--- src/rtl/cam_link_pkg.sv ---
// Shared framing constants and receive-state encoding for the 4-bit CAM nibble link.
// Both the transmitter and the deserializer use these constants.
package cam_link_pkg;

    localparam int CAM_NIBBLES_PER_PACKET = 10;
    localparam int CAM_SYNC_NIBBLE        = 8;
    localparam int CAM_DATA_NIBBLES       = 8;

    typedef enum logic [1:0] {
        HUNT = 2'd0,
        DATA = 2'd1,
        PAD  = 2'd2
    } cam_rx_state_t;

endpackage

--- src/rtl/cam_sync_edge.sv ---
// Multi-stage synchronizer for the {pclk, sync, data} bus, plus a PCLK rise strobe
// that lines up with the synchronized sync/data bits.
module cam_sync_edge #(
    parameter int SYNC_STAGES = 2,
    parameter int WIDTH       = 6
) (
    input  logic             clk_i,
    input  logic             rst_n,
    input  logic [WIDTH-1:0] d,
    output logic [WIDTH-2:0] q_data,
    output logic             rise
);

    logic [SYNC_STAGES-1:0][WIDTH-1:0] stage_q;
    logic                              pclk_prev;

    always_ff @(posedge clk_i or negedge rst_n) begin
        if (!rst_n) begin
            stage_q   <= '0;
            pclk_prev <= 1'b0;
        end else begin
            stage_q[0] <= d;
            for (int i = 1; i < SYNC_STAGES; i++) begin
                stage_q[i] <= stage_q[i-1];
            end
            pclk_prev <= stage_q[SYNC_STAGES-1][WIDTH-1];
        end
    end

    // The MSB is PCLK; everything below it travels in the same stage so it is aligned with the rise.
    assign q_data = stage_q[SYNC_STAGES-1][WIDTH-2:0];
    assign rise   = stage_q[SYNC_STAGES-1][WIDTH-1] & ~pclk_prev;

endmodule

--- src/rtl/cam_deserializer.sv ---
// Receive side of the CAM nibble link: rebuilds 32-bit words and flags framing errors.
// Define CAM_DESER_STATS_EN to build the saturating word/error counters.
//
// state | meaning
// HUNT  | searching for a sync nibble to find packet alignment
// DATA  | collecting data nibbles (count 0..7), then expecting the sync nibble (count 8)
// PAD   | discarding the pad nibble that follows sync
module cam_deserializer
    import cam_link_pkg::*;
#(
    parameter int SYNC_STAGES   = 2,
    parameter int IDLE_TIMEOUT  = 16,
    parameter int TIMEOUT_WIDTH = 5
) (
    input  logic        clk_i,
    input  logic        rst_n,
    input  logic        cam_pclk,
    input  logic        cam_sync,
    input  logic [3:0]  cam_data,
    output logic        word_valid_o,
    output logic [31:0] word_data_o,
    output logic        frame_err_o,
    output logic [15:0] word_count_o,
    output logic [15:0] err_count_o
);

    localparam logic [TIMEOUT_WIDTH-1:0] IDLE_MAX = TIMEOUT_WIDTH'(IDLE_TIMEOUT);
    localparam logic [3:0]               LAST_CNT = 4'(CAM_DATA_NIBBLES);

    logic [4:0]               s_bus;
    logic                     s_rise;
    logic                     s_sync;
    logic [3:0]               s_nib;
    cam_rx_state_t            state;
    logic [3:0]               nib_cnt;
    logic [TIMEOUT_WIDTH-1:0] idle_cnt;
    logic [31:0]              shreg;

    cam_sync_edge #(
        .SYNC_STAGES (SYNC_STAGES),
        .WIDTH       (6)
    ) u_sync_edge (
        .clk_i  (clk_i),
        .rst_n  (rst_n),
        .d      ({cam_pclk, cam_sync, cam_data}),
        .q_data (s_bus),
        .rise   (s_rise)
    );

    assign s_sync = s_bus[4];
    assign s_nib  = s_bus[3:0];

    always_ff @(posedge clk_i or negedge rst_n) begin
        if (!rst_n) begin
            state        <= HUNT;
            nib_cnt      <= 4'd0;
            idle_cnt     <= '0;
            shreg        <= 32'd0;
            word_data_o  <= 32'd0;
            word_valid_o <= 1'b0;
            frame_err_o  <= 1'b0;
        end else begin
            word_valid_o <= 1'b0;
            frame_err_o  <= 1'b0;

            if (s_rise) begin
                idle_cnt <= '0;
            end else if (idle_cnt != IDLE_MAX) begin
                idle_cnt <= idle_cnt + 1'b1;
            end

            if (s_rise) begin
                case (state)
                    HUNT: begin
                        if (s_sync) state <= PAD;
                    end
                    DATA: begin
                        if (nib_cnt < LAST_CNT) begin
                            if (s_sync) begin
                                frame_err_o <= 1'b1;
                                state       <= PAD;
                                nib_cnt     <= 4'd0;
                            end else begin
                                shreg   <= {s_nib, shreg[31:4]};
                                nib_cnt <= nib_cnt + 4'd1;
                            end
                        end else if (s_sync) begin
                            word_data_o  <= shreg;
                            word_valid_o <= 1'b1;
                            state        <= PAD;
                            nib_cnt      <= 4'd0;
                        end else begin
                            frame_err_o <= 1'b1;
                            state       <= HUNT;
                            nib_cnt     <= 4'd0;
                        end
                    end
                    PAD: begin
                        state   <= DATA;
                        nib_cnt <= 4'd0;
                    end
                    default: begin
                        state   <= HUNT;
                        nib_cnt <= 4'd0;
                    end
                endcase
            end else if (idle_cnt == IDLE_MAX) begin
                // An idle link is a packet boundary; a partial word there is a framing error.
                if (state == DATA && nib_cnt != 4'd0) frame_err_o <= 1'b1;
                state   <= DATA;
                nib_cnt <= 4'd0;
            end
        end
    end

`ifdef CAM_DESER_STATS_EN
    always_ff @(posedge clk_i or negedge rst_n) begin
        if (!rst_n) begin
            word_count_o <= 16'h0000;
            err_count_o  <= 16'h0000;
        end else begin
            if (word_valid_o && word_count_o != 16'hFFFF) word_count_o <= word_count_o + 16'd1;
            if (frame_err_o && err_count_o != 16'hFFFF) err_count_o <= err_count_o + 16'd1;
        end
    end
`else
    assign word_count_o = 16'h0000;
    assign err_count_o  = 16'h0000;
`endif

endmodule
--- config.mk ---
export PLATFORM = sky130hd
export DESIGN_NAME = cam_deserializer
export DESIGN_NICKNAME = d
export VERILOG_FILES = /design/src/rtl/cam_link_pkg.sv /design/src/rtl/cam_sync_edge.sv /design/src/rtl/cam_deserializer.sv
export SDC_FILE = /design/constraint.sdc
export NUM_CORES = 1
export LEC_CHECK = 0
export BUFFER_PORTS_ARGS = -buffer_cell sky130_fd_sc_hd__buf_2
export CORE_MARGIN = 2
export CORE_UTILIZATION = 30
export CTS_CLUSTER_SIZE = 28
export DETAILED_ROUTE_END_ITERATION = 8
export PLACE_DENSITY = 0.59
export SYNTH_ARGS = -nofsm -noshare
export SYNTH_HDL_FRONTEND = slang
export SYNTH_HIERARCHICAL = 1
export SYNTH_SLANG_ARGS = --single-unit
--- constraint.sdc ---
create_clock -name clk_i -period 1.7 [get_ports clk_i]
set_input_delay 0.34 -clock clk_i [delete_from_list [all_inputs] [get_ports clk_i]]
set_output_delay 0.34 -clock clk_i [all_outputs]
set_load 0.01 [all_outputs]
# Word-level counts from Yosys, hierarchy flattened
# Cells that the tools add are included.
[word_totals]
inputBits = 8
out_inout_bits = 66
ff_bits = 90
[op_classes]
mux = 23
n_reduce_logical = 8
bitwise_logic = 4
n_addsub = 2
order_cmp = 1
eq_ne = 5
[op_table]
columns = ["operator", "count"]
rows = [
  ["$mux W4", 4],
  ["$mux W1", 10],
  ["$mux W2", 5],
  ["$mux W5", 2],
  ["$pmux W4 S2", 1],
  ["$reduce_and A4 Y1", 2],
  ["$pmux W2 S3", 1],
  ["$add A5 B1 Y5 const B", 1],
  ["$eq A5 B5 Y1 const B", 1],
  ["$ne A5 B5 Y1 const B", 1],
  ["$add A4 B1 Y4 const B", 1],
  ["$lt A4 B4 Y1 const B", 1],
  ["$reduce_bool A2 Y1", 2],
  ["$reduce_bool A4 Y1", 1],
  ["$not A1 Y1", 3],
  ["$eq A2 B1 Y1 const B", 1],
  ["$eq A2 B2 Y1 const B", 1],
  ["$logic_not A2 Y1", 1],
  ["$ne A2 B2 Y1 const B", 1],
  ["$reduce_and A2 Y1", 1],
  ["$and A1 B1 Y1", 1],
  ["$logic_and A1 B1 Y1", 1],
]

# Longest topological paths before layout
# Gate-level depths: netlist of run 1.
[logic_depth]
depth_word = 5
ltp_mapped = 6
mapped_depth_nobuf = 5

# Cells and area by module
# Netlist of run 1, hierarchy kept.
[modules_own_cells]
columns = ["module", "n_inst", "area_each_um2", "cells_per_inst", "seq_area_each_um2"]
rows = [
  ["cam_deserializer", 1, 3407.0, 235, 1926.8],
  ["cam_sync_edge", 1, 376.6, 19, 325.3],
]

# Worst setup path after synthesis of run 1
# Ideal clock, no wire load.
[synth_timing]
kind = "register to register"
start = "register u_sync_edge.stage_q (netlist bit u_sync_edge/q_data[4])"
end = "register shreg[0]"
period_less_slack_ns = 1.582
stages_incl_launch_ff = 6
path_buffers = 2
arrival_ns = 1.457
setup_time_ns = 0.125
path_slack_ns = 0.118
cell_sequence = "dfrtp_1 > buf_4 > nor4b_4 > nand2_4 > buf_6 > mux2_4"
[synth_via]
elab_chain_cells = 2
[synth_rtl]
columns = ["item", "line_no", "source"]
rows = [
  ["start: declaration", "cam_sync_edge.sv:14", "logic [SYNC_STAGES-1:0][WIDTH-1:0] stage_q;"],
  ["start signal: indexed assignment", "cam_sync_edge.sv:24", "stage_q[i] <= stage_q[i-1];"],
  ["$not A1 Y1 (no line)", "-", ""],
  ["$reduce_and A4 Y1 (no line)", "-", ""],
  ["end signal: assignment", "cam_deserializer.sv:84", "shreg <= {s_nib, shreg[31:4]};"],
  ["end: declaration", "cam_deserializer.sv:37", "logic [31:0] shreg;"],
]
# Every way passes these cells.
# A chain may end at the register's enable or synchronous reset.

# Worst setup path after layout of run 1
[layout_timing]
start = "register idle_cnt[0]"
end = "register frame_err_o"
[layout_via]
elab_chain_cells = 3
[layout_rtl]
columns = ["item", "line_no", "source"]
rows = [
  ["start: declaration", "cam_deserializer.sv:36", "logic [TIMEOUT_WIDTH-1:0] idle_cnt;"],
  ["start signal: assignment", "cam_deserializer.sv:69", "idle_cnt <= idle_cnt + 1'b1;"],
  ["$eq A5 B5 Y1", "cam_deserializer.sv:107", "end else if (idle_cnt == IDLE_MAX) begin"],
  ["$mux W1", "cam_deserializer.sv:107", ""],
  ["$mux W1", "cam_deserializer.sv:72", "if (s_rise) begin"],
  ["end signal: assignment", "cam_deserializer.sv:80", "frame_err_o <= 1'b1;"],
  ["end signal: assignment", "cam_deserializer.sv:93", "frame_err_o <= 1'b1;"],
  ["end signal: assignment", "cam_deserializer.sv:109", "if (state == DATA && nib_cnt != 4'd0) frame_err_o <= 1'b1;"],
  ["end: declaration", "cam_deserializer.sv:22", "output logic frame_err_o,"],
]
# Every way passes these cells.

==> metrics.md, run 1 <==
| Metric | Value |
|---|---|
| RSZ-0062 raised after global routing | `false` |
| CTS tree | `yes` |
| Area Growth Syn to Fin | `17.0%` |
| Layout cell share with drive strength beyond 1 | `0.433` |
| Routed len/inst | `12.3 um` |
| Routed Antenna Nets | `0` |
| Chip height | `116 um` |
| Post-synth ARST share | `1.00` |
| Cell Rows | `41` |
| Largest net degree at the start of global routing | `35` |
| Number of global-route vias before repair | `1,844` |
| Most used DFF post-synth | `dfrtp_1` |
| Post_cts resized | `0` |
| Fmax | `617 MHz` |
| Critical path's largest stage delay | `400 ps` |
| Total grt overflow | `0` |
| PwrDens | `1210 mW/mm^2` |
| Fin. Hold Viols | `0` |
| Total Nets Final | `313` |
| Synth top area share | `0.595` |
| DRC Markers | `0` |
| Clock sink total | `90` |
| Number of synthesized register bits | `90` |
| First-pass GRT wire length | `9640 um` |
| Max-slew violations | `0` |
| Synth cell types | `31` |
| CTS Buf Count | `9` |
| P_leak | `2.38 nW` |
| YS warnings | `6` |
| Worst path slowest cell | `dfrtp_1` |
| Post-DP HPWL | `3890 um` |
| Ranking of synthesized cells by area | `dfrtp_1 60%, mux2_4 11%, mux2_2 11%` |
| Post-synth EDFFs | `0` |
| Final setup vio count | `0` |
| Core Footprint | `0.0125 sq mm` |
| Vias | `1,884` |
| Vias per inst | `3.95` |
| Max-Cap Viols | `0` |
| Final Skew | `6.86 ps` |
| Outcome | `finished, final reports clean` |
| DRT iter0 DRCs | `92` |
| Antenna diodes | `0` |
| Starting density of the core | `0.304` |
| Clock-pin slew on the worst setup and hold paths | `70 ps` |
| Cells along the critical path | `inv_1 > ha_1 > nor4bb_1 > buf_4 > o311ai_0 > a21boi_0` |
| Top cells by count, synth | `90 x dfrtp_1, 37 x buf_4, 36 x mux2_2, 28 x mux2_4, 10 x inv_1` |
| Synth Area per Inst | `14.9 sq um` |
| Initial antenna violation count | `0` |
| Post-CTS setup buffer count | `0` |
| Clock Path Buffers | `2` |
| Post-synth top area cell | `dfrtp_1` |
| Worst EP required | `1950 ps` |
| Register area share after synthesis | `0.595` |
| TNS Setup | `0 ps` |
| Critical path class | `flip-flop to flip-flop` |
| Die width | `116 um` |
| Root Driver | `clkbuf_16` |
| Syn Inst Count | `254` |
| Hold_buf cts | `1` |
| Final hold slack | `102 ps` |
| Area of the die | `0.0135 sq mm` |
| Worst Path Arrival | `1870 ps` |
| 1st-pass router iterations | `6` |
| Tcrit/Tclk final | `0.953` |
| GP Congestion | `0.687` |
| Final WL | `5860 um` |
| Cell with the most instances after synthesis | `dfrtp_1` |
| Hold crit path type | `input port to flip-flop` |
| Clk_lat worst skew | `340 ps` |
| IO buf count | `41` |
| Fin crit period | `1620 ps` |
| Critical path endpoint category | `flip-flop` |
| IO Pins | `74` |
| GR Util All Layers | `0.0939` |
| Crit Path Max Fanout | `7` |
| H-tree depth | `3` |
| Peak VDD IR | `1.02 mV` |
| Synthesized cell area | `0.00378 sq mm` |
| Startpoint types | `flip-flop` |
-- worst paths after layout --
path	to	slack [ps]	start	cells past startpoint
worst max-delay path	frame_err_o	80	idle_cnt[0]	6
worst min-delay path	u_sync_edge/stage_q[5]	100	cam_pclk	1
worst max register to register	frame_err_o	80	idle_cnt[0]	6
worst min register to register	u_sync_edge/q_data[0]	350	u_sync_edge/stage_q[0]	0
max in group asynchronous	word_data_o[29]	740	rst_n	3
min in group asynchronous	shreg[26]	440	rst_n	2
-- final cells by class --
cell class / count / area (sq um)
Fill cell: 1224 / 8040
Inverter: 10 / 37.5
Multi-Input combinational cell: 139 / 1270
Clock inverter: 6 / 91.3
Tap cell: 172 / 215
Clock buffer: 10 / 229
Sequential cell: 90 / 2250
Timing Repair Buffer: 50 / 328
-- logic make-up (layout without fill, tap and decap cells) --
| logic type | count (synthesis) | count (layout) | share of synthesized area |
|---|---|---|---|
| compound gates | 10 | 10 | 0.0179 |
| fa+ha+maj | 5 | 5 | 0.0165 |
| xor+xnor | 4 | 4 | 0.00926 |
| other cells | 1 | 32 | 0.000991 |
| buf+inv | 56 | 76 | 0.0999 |
| mux | 65 | 65 | 0.221 |
| simple gates | 23 | 23 | 0.0393 |
| flops | 90 | 90 | 0.595 |
-- registers in the layout, indices dropped and copies added (netlist names), 2 cells and up --
name	flops
idle_cnt	5
nib_cnt	4
shreg	32
state	2
u_sync_edge/q_data	5
u_sync_edge/stage_q	7
word_data_o	32
-- where the power goes --
part	switching [mW]	internal [mW]	total, mW
Sequential	0.227	2.41	2.63
Combinational	0.250	0.381	0.632
Clock	0.820	1.29	2.11
Total	1.30	4.08	5.37
-- critical path: cells and delay by family (launching register included) --
kind / cells / cell delay (ps)
and+or+nand+nor: 1 / 290
buffers and inverters: 2 / 310
adders and majority gates: 1 / 140
AOI/OAI and AO/OA: 2 / 390
DFF: 1 / 400
-- through the flow --
stage	instance area, sq um	utilization	power, mW	std cells	setup slack [ps]
2_1_floorplan	3900	-	3.17	285	118
3_3_place_gp	4100	0.329	3.28	460	152
5_1_grt	4430	0.355	5.67	477	6.26
4_1_cts	4430	0.355	5.47	477	49.7
3_5_place_dp	4100	0.329	3.32	460	73.6
6_report	4430	0.355	5.37	477	80.1
-- metal layers --
| layer | vias up | track usage | share of wire |
|---|---|---|---|
| met5 | - | 0 | 0 |
| met4 | 0 | 0.0357 | 0.012 |
| met3 | 8 | 0.0368 | 0.044 |
| met2 | 39 | 0.139 | 0.47 |
| met1 | 947 | 0.125 | 0.47 |
| li1 | 890 | - | - |
-- cell usage in the layout, fill, tap and decap left out, types with 2 or more instances in the layout --
master	Yosys	routed
o22ai_1	2	2
clkinvlp_4	0	3
xnor2_1	2	2
nand3_1	6	5
inv_1	10	10
mux2_2	36	36
ha_1	5	5
nand2b_1	2	2
buf_4	37	5
o21ai_0	3	3
bufinv_16	0	2
mux2_4	28	28
dfrtp_1	90	90
conb_1	1	32
clkbuf_16	0	9
xor2_1	2	2
nor2_1	4	4
nand2_1	4	4
buf_12	0	4
buf_2	5	40
No activity file was read; power rests on OpenSTA's default activity.
==> inputs of run 2 (changes only) <==
- PLACE_DENSITY: 0.59 -> 0.58
- clock period: 1.7 -> 1.8 ns (I/O delays scaled with it)
==> run 2 against run 1 <==
Effect of this change: the run now ends with negative hold slack left; non-clock buffer count unchanged; via count grew 1.7%; largest power group unchanged; register-to-register slack improved by 50 ps; power is 11% lower; sequential share of layout area rose by 0.57 points; critical endpoint is now shreg[0]; first-iteration DRC count fell by 61%; hold slack got worse by 110 ps; routed wire length increased by 2.9%.
==> metrics.md, run 2 (synthesis gave the netlist of run 1 again) <==
| Metric | Value |
|---|---|
| Filler cells | `1,232` |
| Worst-Margin Slew | `515 ps` |
| Fmax | `600 MHz` |
| GR Util All Layers | `0.0960` |
| Chip height | `116 um` |
| 1st-pass router iterations | `4` |
| Number of global-route vias before repair | `1,912` |
| Relative slew slack | `0.656` |
| DRT iter0 DRCs | `36` |
| Fin. Hold Viols | `3` |
| First-pass GRT wire length | `9780 um` |
| Vias | `1,916` |
| Die width | `116 um` |
| Core Footprint | `0.0125 sq mm` |
| Placed Cells incl. Taps | `461` |
| FF+latch area | `0.00225 sq mm` |
| Peak VDD IR | `0.623 mV` |
| Final Skew | `3.71 ps` |
| GP Congestion | `0.712` |
| Tcrit/Tclk final | `0.925` |
| CTS Buf Count | `9` |
| Area Growth Syn to Fin | `15.7%` |
| Area of the die | `0.0135 sq mm` |
| DRC Markers | `0` |
| Post_cts resized | `0` |
| Violations in the final reports | `negative hold slack` |
| Max-Cap Viols | `0` |
| PwrDens | `1100 mW/mm^2` |
| Starting density of the core | `0.304` |
| Vias per inst | `4.02` |
| Final hold slack | `-4.84 ps` |
| TNS Setup | `0 ps` |
| Hold_buf cts | `0` |
| Startpoint types | `flip-flop` |
| Post-CTS setup buffer count | `0` |
| Commonest non-fill, non-tap cell in the layout | `dfrtp_1` |
| Total Nets Final | `313` |
| Largest net degree at the start of global routing | `40` |
| Clock-pin slew on the worst setup and hold paths | `60 ps` |
| Worst Path Arrival | `1890 ps` |
| Post-DP HPWL | `4070 um` |
| H-tree depth | `3` |
| Final setup vio count | `0` |
| Final WL | `6030 um` |
| Routed len/inst | `12.6 um` |
| Clk_lat worst skew | `340 ps` |
| Commonest cells after routing, fill and taps aside | `90 x dfrtp_1, 40 x buf_2, 36 x mux2_2, 32 x conb_1, 28 x mux2_4` |
| Critical path endpoint category | `flip-flop` |
| Multi-input gate area | `0.00127 sq mm` |
| IO Pins | `74` |
| Cell Rows | `41` |
| Layout cell share with drive strength beyond 1 | `0.433` |
| IO buf count | `41` |
| RSZ-0062 raised after global routing | `false` |
| Worst EP required | `2020 ps` |
| Outcome | `finished with violations` |
| Critical path class | `flip-flop to flip-flop` |
| Antenna diodes | `0` |
| Root Driver | `clkbuf_16` |
| Clock Path Buffers | `2` |
| Max-slew violations | `0` |
| CTS tree | `yes` |
| Initial antenna violation count | `0` |
| Routed Antenna Nets | `0` |
| Fin crit period | `1670 ps` |
| Hold crit path type | `input port to async pin` |
| Crit Path Max Fanout | `11` |
| Clock sink total | `90` |
| Final cell count without fillers | `477` |
| Total grt overflow | `0` |
| P_leak | `2.37 nW` |
| Largest registers | `shreg x32, word_data_o x32, u_sync_edge/stage_q x7` |
[run 2: path summary, 6_finish.rpt]
path                                         from                       to  slack [ps]  depth (start not counted)
max                         u_sync_edge/q_data[4]                 shreg[0]         130                          4
min                                         rst_n   u_sync_edge/stage_q[3]          -5                          1
max reg2reg                 u_sync_edge/q_data[4]                 shreg[0]         130                          4
min reg2reg                u_sync_edge/stage_q[5]  u_sync_edge/stage_q[11]         350                          0
max in group asynchronous                   rst_n           word_data_o[5]        1250                          2
min in group clk_i                    cam_data[1]   u_sync_edge/stage_q[1]         130                          1
[run 2: per-stage QoR]
| step | hold WS, ps | util | total power [mW] | worst slack (ps) | instance area [sq um] |
|---|---|---|---|---|---|
| 2_1_floorplan | 64.4 | - | 2.99 | 218 | 3900 |
| 3_3_place_gp | 332 | 0.329 | 3.11 | 192 | 4110 |
| 3_5_place_dp | 337 | 0.329 | 3.14 | 168 | 4110 |
| 4_1_cts | 4.28 | 0.351 | 4.88 | 127 | 4380 |
| 5_1_grt | 28.5 | 0.351 | 5.06 | 81.8 | 4380 |
| 6_report | -4.84 | 0.351 | 4.80 | 135 | 4380 |
[run 2: critical path: stages (launching register included)]
cell	delay, ps
dfrtp_1	420
nor4b_4	380
nand2_4	200
buf_4	240
mux2_4	310
[run 2: per-layer routing]
metal | routed length, um | part of all wire | GRT usage
met1 | 2790 | 0.46 | 0.129
met2 | 2820 | 0.47 | 0.138
met5 | 0 | 0 | 0
met4 | 97 | 0.016 | 0.0413
met3 | 322 | 0.053 | 0.0379
[run 2: final cells by class]
| cell class | count | area share |
|---|---|---|
| Sequential cell | 90 | 0.514 |
| Multi-Input combinational cell | 139 | 0.291 |
| Timing Repair Buffer | 50 | 0.0743 |
| Clock buffer | 12 | 0.0563 |
| Tap cell | 172 | 0.0491 |
| Inverter | 10 | 0.00857 |
| Clock inverter | 4 | 0.00629 |
[run 2: report_power, final]
part	switching [mW]	internal, mW	total, mW
sequential	0.232	2.27	2.50
combinational	0.236	0.359	0.595
clock	0.728	0.973	1.70
total	1.20	3.60	4.80
